===== src/rtl/msrr_shift_engine.sv =====
// Multi-mode shift register with a counted burst engine (IDLE/RUN).
// Define MSRR_PARITY_EN to add a registered even-parity output of Q.
//
// state | meaning
// IDLE  | selected mode applied every edge; start with a shift mode launches a burst
// RUN   | latched shift mode applied every edge until the remaining count expires
module msrr_shift_engine #(
   parameter int WIDTH = 8,
   parameter int CNT_W = 4
) (
   input  logic             clk,
   input  logic             Re,
   input  logic [2:0]       mode,
   input  logic             sIn,
   input  logic [WIDTH-1:0] pIn,
   input  logic             start,
   input  logic [CNT_W-1:0] count,
   output logic [WIDTH-1:0] Q,
   output logic             sOut,
`ifdef MSRR_PARITY_EN
   output logic             parity,
`endif
   output logic             busy,
   output logic             done
);

   typedef enum logic {IDLE = 1'b0, RUN = 1'b1} state_t;

   state_t           state, state_nxt;
   logic [WIDTH-1:0] q_nxt;
   logic [CNT_W-1:0] cnt_rem, cnt_nxt;
   logic [2:0]       mode_lat, mode_nxt;
   logic             done_nxt;

   function automatic logic is_shift(input logic [2:0] m);
      return (m == 3'b001) || (m == 3'b010) || (m == 3'b011) ||
             (m == 3'b100) || (m == 3'b110);
   endfunction

   function automatic logic [WIDTH-1:0] step(input logic [2:0]       m,
                                             input logic [WIDTH-1:0] q,
                                             input logic             s,
                                             input logic [WIDTH-1:0] p);
      logic [WIDTH-1:0] r;
      case (m)
         3'b001:  r = {s, q[WIDTH-1:1]};
         3'b010:  r = {q[WIDTH-2:0], s};
         3'b011:  r = {q[0], q[WIDTH-1:1]};
         3'b100:  r = {q[WIDTH-2:0], q[WIDTH-1]};
         3'b101:  r = p;
         3'b110:  r = {q[WIDTH-1], q[WIDTH-1:1]};
         3'b111:  r = '0;
         default: r = q;
      endcase
      return r;
   endfunction

   always_comb begin
      state_nxt = state;
      q_nxt     = Q;
      cnt_nxt   = cnt_rem;
      mode_nxt  = mode_lat;
      done_nxt  = 1'b0;
      case (state)
         IDLE: begin
            if (start && is_shift(mode)) begin
               // Q is left untouched on the launch edge; a zero count completes at once
               if (count == '0) begin
                  done_nxt = 1'b1;
               end else begin
                  state_nxt = RUN;
                  cnt_nxt   = count;
                  mode_nxt  = mode;
               end
            end else begin
               q_nxt = step(mode, Q, sIn, pIn);
            end
         end
         RUN: begin
            q_nxt   = step(mode_lat, Q, sIn, pIn);
            cnt_nxt = cnt_rem - CNT_W'(1);
            if (cnt_rem == CNT_W'(1)) begin
               state_nxt = IDLE;
               done_nxt  = 1'b1;
            end
         end
         default: state_nxt = IDLE;
      endcase
   end

   always_ff @(posedge clk) begin
      if (!Re) begin
         state    <= IDLE;
         Q        <= '0;
         cnt_rem  <= '0;
         mode_lat <= 3'b000;
         done     <= 1'b0;
      end else begin
         state    <= state_nxt;
         Q        <= q_nxt;
         cnt_rem  <= cnt_nxt;
         mode_lat <= mode_nxt;
         done     <= done_nxt;
      end
   end

`ifdef MSRR_PARITY_EN
   always_ff @(posedge clk) begin
      if (!Re) parity <= 1'b0;
      else     parity <= ^q_nxt;
   end
`endif

   assign busy = (state == RUN);
   assign sOut = Q[0];

endmodule


===== config.mk =====
export PLATFORM = sky130hd
export DESIGN_NAME = msrr_shift_engine
export DESIGN_NICKNAME = d
export VERILOG_FILES = /design/src/rtl/msrr_shift_engine.sv
export SDC_FILE = /design/constraint.sdc
export NUM_CORES = 1
export LEC_CHECK = 0
export ABC_CLOCK_PERIOD_IN_PS = 3200
export CORE_ASPECT_RATIO = 0.9
export CORE_UTILIZATION = 28
export CTS_CLUSTER_DIAMETER = 40
export DETAILED_ROUTE_END_ITERATION = 10
export MAX_ROUTING_LAYER = met4
export PLACE_DENSITY = 0.59
export SLEW_MARGIN = 20
export SYNTH_ARGS = -nofsm -noshare
export SYNTH_HDL_FRONTEND = slang
export SYNTH_SLANG_ARGS = --single-unit

===== constraint.sdc =====
create_clock -name clk -period 3.2 [get_ports clk]
set_input_delay 0.48 -clock clk [delete_from_list [all_inputs] [get_ports clk]]
set_output_delay 0.48 -clock clk [all_outputs]
set_load 0.05 [all_outputs]

# After elaboration in Yosys (flattened, before gate mapping)
# Index checks and enable logic that the tools add are counted.
[totals]
register_bits = 17
in_bits = 19
out_inout_bits = 11
word_cells = 58
[op_classes]
addsub = 1
eq_ne = 24
n_mux = 15
bitwise_logic = 2
n_reduce_logical = 10
[ops]
columns = ["cell", "n"]
rows = [
  ["8-bit case mux with 7 select lines", 2],
  ["3-bit == test (second input constant)", 8],
  ["8-bit case mux with 2 select lines", 1],
  ["3-bit by 2-bit == test with 1-bit output (second input constant)", 4],
  ["2-bit != test (second input constant)", 5],
  ["4-bit 2-to-1 mux", 2],
  ["8-bit 2-to-1 mux", 1],
  ["8-bit by 1-bit != test with 1-bit output (second input constant)", 1],
  ["8-bit by 6-bit != test with 1-bit output (second input constant)", 1],
  ["4-bit case mux with 2 select lines", 1],
  ["7-bit by 1-bit != test with 1-bit output (second input constant)", 1],
  ["7-bit by 5-bit != test with 1-bit output (second input constant)", 1],
  ["3-bit by 1-bit == test with 1-bit output (second input constant)", 2],
  ["1-bit 2-to-1 mux", 6],
  ["3-bit AND reduction", 2],
  ["5-bit AND reduction", 1],
  ["4-bit by 1-bit == test with 1-bit output (second input constant)", 1],
  ["4-bit zero test", 1],
  ["1-bit logical OR", 4],
  ["1-bit case mux with 2 select lines", 2],
  ["4-bit by 1-bit subtractor with 4-bit output (second input constant)", 1],
  ["1-bit NOT", 2],
  ["2-bit AND reduction", 1],
  ["1-bit logical AND", 1],
]

# Depth between registers and ports, before layout
# Gate-level depths: netlist of the first run.
[logic_depth]
word_depth = 8
depth_mapped = 7
depth_no_buf = 6

# Worst setup path before layout of the first run
# Ideal clock, no wire load.
[synth_path]
path_type = "register -> register"
from = "register state, in the netlist busy"
to = "register Q[0]"
setup_time_ns = 0.136
arrival_ns = 1.587
required_ns = 3.064
path_slack_ns = 1.477
stages_incl_launch_ff = 6
path_buffers = 2
synth_period_minus_slack_ns = 1.723
path_cell_list = "dfxtp_1 > buf_2 > clkbuf_1 > o311ai_1 > o31ai_1 > a311oi_1"
[synth_via]
elab_chain_cells = 3
elab_cells_between_ends = 6
classes_between = "3 x eq/ne; 1 x mux; 1 x bitwise; 1 x reduce/logical"
[synth_rtl]
columns = ["element", "line", "source"]
rows = [
  ["start: declaration", "29", "state_t state, state_nxt;"],
  ["start signal: assignment", "99", "state <= state_nxt;"],
  ["1-bit NOT", "n/a", ""],
  ["8-bit by 6-bit != test with 1-bit output (no line) or 2-bit != test (tied branches)", "n/a", ""],
  ["3-bit AND reduction (no line)", "n/a", ""],
  ["end signal: assignment", "100", "Q <= q_nxt;"],
  ["end: declaration", "18", "output logic [WIDTH-1:0] Q,"],
]
# Parallel ways exist; a longest one is shown, timed or not.
# A chain may end at the register's enable or synchronous reset.

# Final worst setup path of the first run
[layout_path]
from = "register Q[2]"
to = "output port Q[2]"
# No word-level cell between the ends.

==> results of run 1 <==
## registers in the layout, indices dropped and copies added, names as in the netlist
signal and flops:
Q 8, busy 1, cnt_rem 4, mode_lat 3, done 1
## layout make-up
| type | count | area (um^2) | share of cell area, % |
|---|---|---|---|
| tap | 87 | 108.9 | 5.151 |
| sequential | 17 | 340.3 | 16.10 |
| clock inverter | 1 | 5.005 | 0.2368 |
| clock buffer | 3 | 41.29 | 1.954 |
| inverter | 6 | 22.52 | 1.066 |
| timing repair buffer | 35 | 335.3 | 15.87 |
| multi-input combinational | 186 | 1260 | 59.62 |
## worst min path at each step
stage | slack [ns] | startpoint | cells past startpoint | end
floorplan | 0.47 | cnt_rem[2] | 2 | cnt_rem[2]
global placement | 0.48 | cnt_rem[2] | 2 | cnt_rem[2]
detailed placement | 0.50 | cnt_rem[2] | 2 | cnt_rem[2]
CTS | 0.51 | cnt_rem[2] | 2 | cnt_rem[2]
global route | 0.55 | cnt_rem[2] | 2 | cnt_rem[2]
finish | 0.51 | cnt_rem[2] | 2 | cnt_rem[2]
## power by group through the flow
stage               combinational (uW)  sequential, uW  clock (uW)
floorplan                          211             299           0
global placement                   307             290           0
detailed placement                 311             290           0
CTS                                312             285         179
global route                       340             293         186
finish                             311             285         176
## per-layer routing
layer / share of wire [%] / global-route usage [%] / up-vias
li1: - / - / 909
met1: 49 / 22.63 / 850
met2: 47 / 23.41 / 41
met3: 2.9 / 1.277 / 5
met4: 1.1 / 4.833 / 0
met5: 0 / - / -
## cell usage after synthesis (all sizes together) (2+ instances only)
cell	number	share of area [%]
buf	21	7.2
o22ai	2	0.70
a2bb2oi	2	0.98
nand2	24	5.0
nor4	3	2.7
a21oi	29	8.1
o32ai	6	2.9
nor2b	4	1.4
inv	5	1.0
nand3b	8	3.4
a2111oi	6	2.9
ha	2	1.4
xor2	2	0.98
and3	2	0.70
nand3	12	3.4
mux2i	11	6.2
a211oi	5	2.4
o21ai	3	0.84
nor3	12	4.3
nor2	8	1.7
a311oi	10	5.2
or3	2	0.70
dfxtp	17	19
nand2b	15	5.2
xnor2	2	0.98
clkbuf	10	2.1
## per-stage QoR
stage	worst slack (ns)	hold WS (ns)	utilization (%)
4_1_cts	1.016	0.5127	34.37
2_1_floorplan	1.477	0.4686	-
3_3_place_gp	0.7858	0.4832	33.62
5_1_grt	0.7767	0.5509	34.37
3_5_place_dp	0.7496	0.4965	33.62
6_report	1.015	0.5083	34.37
## placed cells by master, fill, tap and decap left out, types with 3 or more instances in the layout
cell and n:
a2111oi_0 6, a211oi_1 4, a21oi_1 29, a311oi_1 9, buf_4 6, clkbuf_8 3
clkdlybuf4s50_1 29, dfxtp_1 17, inv_1 4, mux2i_1 11, nand2_1 24, nand2b_1 15
nand3_1 12, nand3b_1 8, nor2_1 8, nor2b_1 4, nor3_1 10, o32ai_1 6
## cells by family after synthesis
family          after synthesis  share of synthesized area [%]
fa+ha+maj                     2                          1.398
buf+inv                      37                          10.56
xor+xnor                      4                          1.958
mux                          12                          6.783
flops                        17                          19.02
simple gates                 95                          30.84
compound gates               73                          29.44
==> run summary, run 1 <==
The area of the mapped netlist was 1789 um^2. The die is 86.26 um wide. Global routing used 15.80% of the available tracks. The power density over the cells was 365.6 nW/um^2. After the flow finishes, the layout carries non-filler instances totaling 335. At the end of the flow, the number of nets in the layout was 270. The remaining global-route overflow was 0; the switching share of power was 41.35%. The share of total power dissipated in sequential elements is 36.9%. The average instance in the mapped netlist occupies 7.455 um^2.

In this run the count of I/O pins placed on the die edge is 30. The clock reaches the later pin of the worst-skew pair after 0.27 ns. The first detailed-routing pass ran for 4 iterations.

The number of clock buffers added by TritonCTS is 3. The aggregate routed wire length was 4.972 mm. Data on the critical path is required at its endpoint by 2.72 ns. In this run the clock root is driven by a clkbuf_8. The sum of internal, switching and leakage power was 772.6 uW; the maximum number of pins on one net before global-route repair was 33. The instance count of the mapped netlist is 240. Summing the sequential cell areas from Yosys gives 19.02% of the chip area. The buffer and inverter count on the worst path was 1. Setup repair after global routing left no endpoint under its margin. The die covers 6714 um^2. The slowest cell on the critical path is clkdlybuf4s50_1. The initial antenna violation count came out at 0. The largest vdd supply drop was 199.4 uV; the area of all placed cells without fillers was 2113 um^2. The number of buffers inserted by post-CTS setup repair was 0; the worst-case register-to-register setup slack was 1.33 ns. Following the worst setup path forward leads to its endpoint at Q[2]. Counting the fill cells in the layout gives 689.

The leakage power was 0.0006590 uW. In this run the worst hold path is classified as flop to flop. The clock-pin transition on the worst setup and hold timing paths was 0.08 ns; the effective utilization at floorplan was 29.10%. The largest single stage delay on the critical path is 0.89 ns. From synthesis to final layout, the design area changed by 18.11%.

The tools report the launching element of the worst setup path as Q[2]. The run gives 0 as the diode insertion count for antenna repair. The HPWL after detailed placement is 3.360 mm.

For the number of placement rows, the log shows 27. The number of gates resized after CTS was 0. The number of buffers inserted for hold repair after clock tree synthesis is 0. The height of the die came out at 77.84 um. Element type at the critical path start: a flop. Number of global-route vias before repair: 1597.

The critical path goes through clkdlybuf4s50_1. The maximum net fanout on the critical path is 10. The routed length per instance works out to 14.84 um. TritonCTS built the clock tree. For the total of endpoints with negative setup slack in the final report, the log shows 0. STA classifies the critical path endpoint as an output pin.

The relative slew slack was 37.22%. Number of stages on the worst setup path: 1. For the clock skew after layout, the log shows 0.001791 ns. The kind of cell with the highest combined delay along the critical path is buffers and inverters. The worst register-to-register path ends at Q[2]. Counting flops with an async set or reset pin after synthesis yields a share of 0%. The fmax is 457.7 MHz. The maximum clock path buffer count came out at 2. The number of cells traversed by the worst register-to-register path came out at 3. The detail route stage leaves a number of antenna-violating nets equal to 0.

The flip-flop and latch count after synthesis was 17. The setup path with the least slack is of type flop to output pin. The arrival time at the worst endpoint was 1.70 ns; the design internal power was 453.1 uW. For the summed negative setup slack over all endpoints, the log shows 0 ns.

The tool flagged a number of max-cap violations equal to 0. After detailed routing, the number of remaining DRC violations is 0. The final critical path takes up 68.28% of the cycle. The number of flops mapped to enable cells by yosys works out to 0. The transition at the pin with the smallest max-transition slack works out to 0.9404 ns. The clock sink count is 17. The CTS H-tree depth is 1. Via count: 1805. Combinational cells account for 40.3% of the total power.

The run finished with clean final reports. For the synthesized net count, the log shows 261. The DRC violation total after the first TritonRoute iteration is 161, and the via density per instance is 5.388. The run gives 0 as the hold violation count in the final report. Among all flip-flop cells after synthesis, the most frequent one is dfxtp_1. The number of max-slew violations in the final report came out at 0.

For this run, the number of Yosys warnings is 0. For the switching component of the power, the log shows 319.4 uW. Critical register-to-register path startpoint: mode_lat[1]. The tools report the number of instances in the placed design as 331.

The proportion of power drawn by the clock network is 22.8%. The post-layout minimum cycle time is 2.185 ns. The run gives 53 as the distinct cell type count after synthesis. The first global-routing pass estimated 8.273 mm of wire.

The logs give 2067 um^2 for the total placed instance area and 6148 um^2 for the floorplan core area. During placement, the flow inserted port buffers numbering 29. The weighted congestion at the end of routability-driven global placement was 0.7970. In the final layout, the share of cells above drive strength 1 is 7.661%.
Note: power is estimated with default switching activity, not from simulation.
==> inputs of run 2 (changes only) <==
--- a/config.mk
+++ b/config.mk
@@ -5,7 +5,7 @@
 export SDC_FILE = /design/constraint.sdc
 export NUM_CORES = 1
 export LEC_CHECK = 0
-export ABC_CLOCK_PERIOD_IN_PS = 3200
+export ABC_CLOCK_PERIOD_IN_PS = 2100
 export CORE_ASPECT_RATIO = 0.9
 export CORE_UTILIZATION = 28
 export CTS_CLUSTER_DIAMETER = 40
==> constraint.sdc (replaced) <==
create_clock -name clk -period 2.1 [get_ports clk]
set_input_delay 0.315 -clock clk [delete_from_list [all_inputs] [get_ports clk]]
set_output_delay 0.315 -clock clk [all_outputs]
set_load 0.05 [all_outputs]
==> run 2 against run 1 <==
  * Register-to-register slack worse by 0.89 ns
  * First-iteration DRC count up 1.2%
  * Critical path depth stayed put
  * Critical endpoint unchanged
  * Global-route usage grew 0.12 points
  * Count of clock-buffer cells in the layout is 1 higher
  * Sequential share of layout area is 0.99 points lower
  * Sequential power increased by 49%
  * Design area increased by 6.6%
  * Non-clock buffer count up 14
  * Highest routed layer unchanged
  * Clock skew decreased by 0.00064 ns
==> run summary, run 2 (synthesis gave the netlist of run 1 again) <==
The flow ran to the end, and the final reports show no timing, DRC or antenna violations. The number of nets in the layout came out at 284 (was 270). The tools report the endpoint with the worst hold slack as cnt_rem[2] (unchanged).

The relative slew slack was 59.81% (was 37.22%); the maximum number of pins on one net before global-route repair was 27 (was 33). The worst path required time was 1.78 ns (was 2.72 ns). The path type of the worst setup path was flop to output pin (unchanged).

The element type at the critical path start was a flop (unchanged). The routed length per instance works out to 14.34 um (was 14.84 um). The effective utilization at floorplan came out at 29.10% (unchanged). Sequential share of power: 35.4% (was 36.9%). Clock root buffer: clkbuf_8 (unchanged).

The number of buffers inserted for hold repair after clock tree synthesis was 0 (unchanged); the fraction of layout instances using a drive strength above 1 was 12.60% (was 7.661%). Flip-flop count of the largest register after layout: 8 (unchanged). The run gives 1684 (was 1597) as the number of global-route vias before repair. Residual antenna-violating net count after detailed routing: 0 (unchanged).

Total of buffers placed on input and output ports: 29 (unchanged). The routed wire length on met2 is 2.356 mm (was 2.337 mm), and the wire length of the first global-routing pass is 8.390 mm (was 8.273 mm). The maximum net fanout on the critical path is 10 (unchanged), and the clock-pin transition on the worst setup and hold timing paths is 0.07 ns (was 0.08 ns).

The number of cells on the worst hold path is 2 (unchanged). The number of max-slew violations in the final report was 0 (unchanged); the number of placement rows was 27 (unchanged). The DRC violation total after the first TritonRoute iteration is 163 (was 161), and the power density over the cells is 532.8 nW/um^2 (was 365.6 nW/um^2). The final worst setup slack came out at 0.09349 ns (was 1.015 ns).

Number of buffers added by the clock tree synthesis step: 3 (unchanged). The tools report the final routed DRC violation total as 0 (unchanged). The worst-case register-to-register setup slack was 0.44 ns (was 1.33 ns). The type of the most critical hold path was flop to flop (unchanged). The number of gates resized after cts came out at 0 (unchanged). Setup repair after global routing left no endpoint under its margin. The remaining global-route overflow is 0 (unchanged), and the clock latency on the worst-skew pair is 0.25 ns (was 0.27 ns). The switching component of the power is 476.5 uW (was 319.4 uW).

The run gives 5.003 mm (was 4.972 mm) as the aggregate routed wire length. The routed length on met1 was 2.510 mm (was 2.433 mm); the post-layout minimum cycle time was 2.007 ns. The critical register-to-register path startpoint was mode_lat[0] (was mode_lat[1]). Arrival time at the worst endpoint: 1.69 ns (was 1.70 ns).

Most frequent cells in the layout: 29 x a21oi_1, 28 x clkdlybuf4s50_1, 24 x nand2_1 (was 29 x a21oi_1, 29 x clkdlybuf4s50_1, 24 x nand2_1). Transition at the pin with the smallest max-transition slack: 0.6021 ns (was 0.9404 ns). The end of the worst register-to-register path is Q[4] (was Q[2]). The run gives 0 (unchanged) as the number of violations of the max-capacitance limit.

The weighted congestion at the end of routability-driven global placement was 0.7988 (was 0.7970); the fill cell instance count of the final layout was 681 (was 689). The run gives 0.0007416 uW (was 0.0006590 uW) as the leakage power. The design internal power came out at 723.5 uW (was 453.1 uW).

For the maximum clock path buffer count, the log shows 2 (unchanged). Hold violation count in the final report: 0 (unchanged). Area growth from synthesis to layout: 25.87% (was 18.11%). The height of the die was 77.84 um (unchanged).

For the CTS H-tree depth, the log shows 1 (unchanged). The logs give 0.001151 ns (was 0.001791 ns) for the clock skew after layout and 0 (unchanged) for the initial antenna violation count. The proportion of power drawn by combinational gates came out at 43.4% (was 40.3%). Via count: 1852 (was 1805). Worst min-delay path startpoint: cnt_rem[2] (unchanged).

For the total global routing track utilization, the log shows 15.92% (was 15.80%). The clock sink count is 17 (unchanged), and the number of buffers inserted by post-CTS setup repair is 0 (unchanged). TritonCTS built the clock tree. The kind of cell adding the most delay to the critical path was buffers and inverters (unchanged). The buffer and inverter count on the worst path works out to 1 (unchanged).

The die span in x came out at 86.26 um (unchanged). The switching share of power is 39.71% (was 41.35%), and the worst-case setup slack after placement is -0.01581 ns (was 0.7496 ns). The number of cells traversed by the worst register-to-register path is 5 (was 3). The floorplan core area is 6148 um^2 (unchanged). The delay of the slowest critical-path stage was 0.89 ns (about the same).

Leaving out fill and tap cells, the most frequent cell in the layout is a21oi_1. Met3 layer wire length in the routed design: 101 um (was 143 um). The tools report the diode insertion count for antenna repair as 0 (unchanged).

The register with the most flip-flops is Q (unchanged). Derived from the worst setup path, the maximum achievable clock frequency is 498.4 MHz. The number of detailed-route iterations in the first pass was 4 (unchanged); the HPWL after detailed placement was 3.585 mm (was 3.360 mm).

The via density per instance was 5.307 (was 5.388). Critical path endpoint category: an output pin (unchanged). The tools report the top-level I/O count as 30 (unchanged).

Regs by FF count: Q: 8 flops, cnt_rem: 4 flops, mode_lat: 3 flops (unchanged). The slowest cell on the critical path was clkdlybuf4s50_1 (unchanged). The run gives 36.63% (was 34.37%) as the fraction of the core area covered by cells at the end of the flow. Top routing layer in use: met4 (unchanged). For the floorplan die area, the log shows 6714 um^2 (unchanged). Area of all placed cells without fillers: 2252 um^2 (was 2113 um^2). The run gives 0 (unchanged) as the total of endpoints with negative setup slack in the final report. Of the available clock period, the critical path in the final layout requires 95.55%. The logs give 2207 um^2 (was 2067 um^2) for the total placed instance area and 1200 uW (was 772.6 uW) for the sum of internal, switching and leakage power. The run gives 256.8 uV (was 199.4 uV) as the largest vdd supply drop. Critical path, cell by cell: clkdlybuf4s50_1 (unchanged). The proportion of power drawn by the clock network came out at 21.2% (was 22.8%).
-- run 2: changes by cell type in the layout (fill, tap and decap cells not counted), sizes merged --
cell / before / now
clkinv: 2 / 1
clkbuf: 3 / 4
clkdlybuf4s50: 29 / 28
buf: 6 / 21
-- run 2: area by class of cell --
class / instances / area (um^2) / area share (%)
tap: 87 / 108.9 / 4.833
clock buffer: 4 / 45.04 / 2.000
inverter: 6 / 22.52 / 1.000
sequential: 17 / 340.3 / 15.11
multi-input combinational: 186 / 1260 / 55.94
timing repair buffer: 49 / 475.5 / 21.11
-- run 2: worst max-delay path by stage --
stage | start | end | slack, ns | cells after the start
after floorplan | busy | Q[0] | 0.38 | 5
after global placement | mode[2] | Q[6] | 0.03 | 7
after detailed placement | mode[2] | cnt_rem[1] | -0.02 | 6
after CTS | Q[4] | Q[4] | 0.09 | 1
after global routing | mode[2] | Q[4] | 0.01 | 7
final | Q[2] | Q[2] | 0.09 | 1
-- run 2: metal layers --
metal | GRT usage [%] | up-vias
li1 | - | 932
met1 | 22.03 | 885
met2 | 25.32 | 31
met3 | 1.383 | 4
met4 | 3.000 | 0
met5 | - | -
-- run 2: power groups by stage --
stage | Clock (uW) | Combinational (uW) | Sequential (uW)
global placement | 0 | 516 | 431
CTS | 268 | 522 | 424
global route | 282 | 565 | 431
detailed placement | 0 | 521 | 431
floorplan | 0 | 322 | 456
finish | 255 | 521 | 424
-- run 2: worst min-delay path, cell delays in order, from the launching register on --
cell      delay [ns]
dfxtp_1         0.32
nand3b_1        0.08
a21oi_1         0.05
-- run 2: metrics by stage --
stage                     setup TNS, ns  instances  hold WS (ns)
after floorplan                       0        240        0.4686
after global placement                0        345        0.4814
after detailed placement       -0.01581        345        0.4815
after CTS                             0        349        0.4946
after global routing                  0        349        0.5292
final                                 0        349        0.4910
==> inputs of run 3 (changes only) <==
--- a/config.mk
+++ b/config.mk
@@ -7,11 +7,11 @@
 export LEC_CHECK = 0
 export ABC_CLOCK_PERIOD_IN_PS = 2100
 export CORE_ASPECT_RATIO = 0.9
-export CORE_UTILIZATION = 28
+export CORE_UTILIZATION = 31
 export CTS_CLUSTER_DIAMETER = 40
 export DETAILED_ROUTE_END_ITERATION = 10
 export MAX_ROUTING_LAYER = met4
-export PLACE_DENSITY = 0.59
+export PLACE_DENSITY = 0.63
 export SLEW_MARGIN = 20
 export SYNTH_ARGS = -nofsm -noshare
 export SYNTH_HDL_FRONTEND = slang
==> run 3 against run 2 <==
  * First-iteration DRC count up 4.3%
  * Hold slack better by 0.016 ns
  * Cell count down 6.6%
  * Fmax up 0.60%
  * Via count down 0.65%
  * Global-route usage up 1.4 points
  * Non-clock buffer count down 3
  * Routed wire length down 2.4%
  * Sequential share of layout area up 0.41 points
  * Largest cell class unchanged
==> run summary, run 3 (synthesis gave the netlist of run 1 again) <==
The effective utilization at floorplan came out at 33.06% (was 29.10%). The tools report the HPWL after detailed placement as 3.541 mm (was 3.585 mm). Clock-pin transition on the worst setup and hold timing paths: 0.07 ns (about the same). The tools report the critical path endpoint category as an output pin (unchanged).

Regs by FF count: Q: 8 flops, cnt_rem: 4 flops, mode_lat: 3 flops (unchanged). Commonest non-fill, non-tap cell in the layout: a21oi_1 (unchanged). The run gives 17 (unchanged) as the clock sink count. The tools report the relative slew slack as 64.41% (was 59.81%).

The element type at the critical path start was a flop (unchanged). The delay of the slowest critical-path stage was 0.88 ns (was 0.89 ns); the number of placement rows was 25 (was 27). The residual antenna-violating net count after detailed routing is 0 (unchanged), and the total of buffers placed on input and output ports is 29 (unchanged). The worst path required time was 1.78 ns (about the same); the clock skew after layout was 0.003610 ns (was 0.001151 ns).

The slowest cell on the critical path is clkdlybuf4s50_1 (unchanged). The maximum number of pins on one net before global-route repair is 27 (unchanged), and the height of the die is 74.07 um (was 77.84 um). For the number of buffers inserted for hold repair after clock tree synthesis, the log shows 0 (unchanged).

The run gives 40.53% (was 36.63%) as the fraction of the core area covered by cells at the end of the flow. Arrival time at the worst endpoint: 1.68 ns (was 1.69 ns). The tools report the critical register-to-register path startpoint as mode_lat[2] (was mode_lat[0]).

The run gives 1195 uW (was 1200 uW) as the sum of internal, switching and leakage power. The power density over the cells works out to 544.8 nW/um^2 (was 532.8 nW/um^2). The number of buffers inserted by post-CTS setup repair came out at 0 (unchanged). DRC violation total after the first TritonRoute iteration: 170 (was 163). Critical path, cell by cell: clkdlybuf4s50_1 (unchanged). The post-layout minimum cycle time was 1.995 ns (was 2.007 ns); the total placed instance area was 2147 um^2 (was 2207 um^2). For the leakage power, the log shows 0.0007254 uW (was 0.0007416 uW). The maximum net fanout on the critical path is 10 (unchanged).

Most frequent cells in the layout: 29 x a21oi_1, 28 x clkdlybuf4s50_1, 24 x nand2_1 (unchanged). For the area of all placed cells without fillers, the log shows 2193 um^2 (was 2252 um^2). The final period utilization was 94.98% (was 95.55%).

The routed length per instance works out to 14.98 um (was 14.34 um). The die span in x is 82.08 um (was 86.26 um). TritonCTS built the clock tree. Number of violations of the max-capacitance limit: 0 (unchanged).

The maximum clock path buffer count is 2 (unchanged), and the final routed DRC violation total is 0 (unchanged). The number of global-route vias before repair was 1596 (was 1684); the buffer and inverter count on the worst path was 1 (unchanged). The run gives 30 (unchanged) as the top-level I/O count. The fraction of layout instances using a drive strength above 1 is 11.97% (was 12.60%), and the transition at the pin with the smallest max-transition slack is 0.5303 ns (was 0.6021 ns). For the clock latency on the worst-skew pair, the log shows 0.25 ns (about the same).

The logs give 0 (unchanged) for the diode insertion count for antenna repair and 0 (unchanged) for the total of endpoints with negative setup slack in the final report. The path type of the worst setup path was flop to output pin (unchanged). The run gives 2.466 mm (was 2.510 mm) as the routed length on met1.

Top routing layer in use: met4 (unchanged). The tools report the routed wire length on met2 as 2.145 mm (was 2.356 mm). The hold violation count in the final report is 0 (unchanged), and the fill cell instance count of the final layout is 551 (was 681). For the floorplan die area, the log shows 6080 um^2 (was 6714 um^2). The via density per instance came out at 5.644 (was 5.307). The number of max-slew violations in the final report was 0 (unchanged). For the worst-case register-to-register setup slack, the log shows 0.32 ns (was 0.44 ns). The total global routing track utilization is 17.29% (was 15.92%). The tools report the worst min-delay path startpoint as cnt_rem[2] (unchanged). The area growth from synthesis to layout is 22.59% (was 25.87%). The floorplan core area is 5411 um^2 (was 6148 um^2). For the remaining global-route overflow, the log shows 0 (unchanged). Setup repair after global routing left no endpoint under its margin. Launching element of the worst setup path: Q[2] (unchanged). The run finished with clean final reports. The kind of cell adding the most delay to the critical path is buffers and inverters (unchanged). For the via count, the log shows 1840 (was 1852).

For the summed negative setup slack over all endpoints, the log shows 0 ns (unchanged). The tools report the aggregate routed wire length as 4.885 mm (was 5.003 mm). The flip-flop count of the largest register after layout was 8 (unchanged); the number of detailed-route iterations in the first pass was 4 (unchanged). For the largest vdd supply drop, the log shows 218.9 uV (was 256.8 uV). Number of nets in the layout: 281 (was 284).

The fmax came out at 501.4 MHz (was 498.4 MHz). The type of the most critical hold path is flop to flop (unchanged). The tools report the clock root buffer as clkbuf_8 (unchanged).

The wire length of the first global-routing pass came out at 7.886 mm (was 8.390 mm). The number of gates resized after cts was 0 (unchanged); the number of buffers added by the clock tree synthesis step was 3 (unchanged). For the initial antenna violation count, the log shows 0 (unchanged). The register with the most flip-flops is Q (unchanged). The CTS H-tree depth was 1 (unchanged); the weighted congestion at the end of routability-driven global placement was 0.8150 (was 0.7988).

The met3 layer wire length in the routed design came out at 229 um (was 101 um).
[run 3: layout make-up]
class                      count  area (um^2)  share of cell area [%]
clock buffer                   3        41.29                   1.882
clock inverter                 1        5.005                  0.2282
inverter                       6        22.52                   1.027
multi-input combinational    186         1260                   57.44
sequential                    17        340.3                   15.52
tap                           67        83.83                   3.822
timing repair buffer          46        440.4                   20.08
[run 3: through the flow]
step	std cells	hold WS, ns	worst slack [ns]
2_1_floorplan	240	0.4686	0.3770
3_3_place_gp	322	0.4798	-0.05693
3_5_place_dp	322	0.4959	-0.04845
4_1_cts	326	0.5058	0.1082
5_1_grt	326	0.5320	0.03461
6_report	326	0.5066	0.1055
[run 3: routing by layer]
metal / up-vias / GRT usage [%]
met4: 0 / 4.094
met2: 44 / 25.07
li1: 933 / -
met1: 857 / 25.17
met5: - / -
met3: 6 / 2.086
[run 3: final timing paths]
| kind | end | cells past startpoint |
|---|---|---|
| hold reg to reg | cnt_rem[2] | 2 |
| setup / recovery | Q[2] | 1 |
| hold / removal | cnt_rem[2] | 2 |
| setup reg to reg | Q[5] | 5 |
[run 3: report_power, final]
| group | total, uW | switching, uW | internal, uW |
|---|---|---|---|
| Combinational | 531 | 302 | 229 |
| Clock | 253 | 122 | 132 |
| Sequential | 411 | 54.7 | 356 |
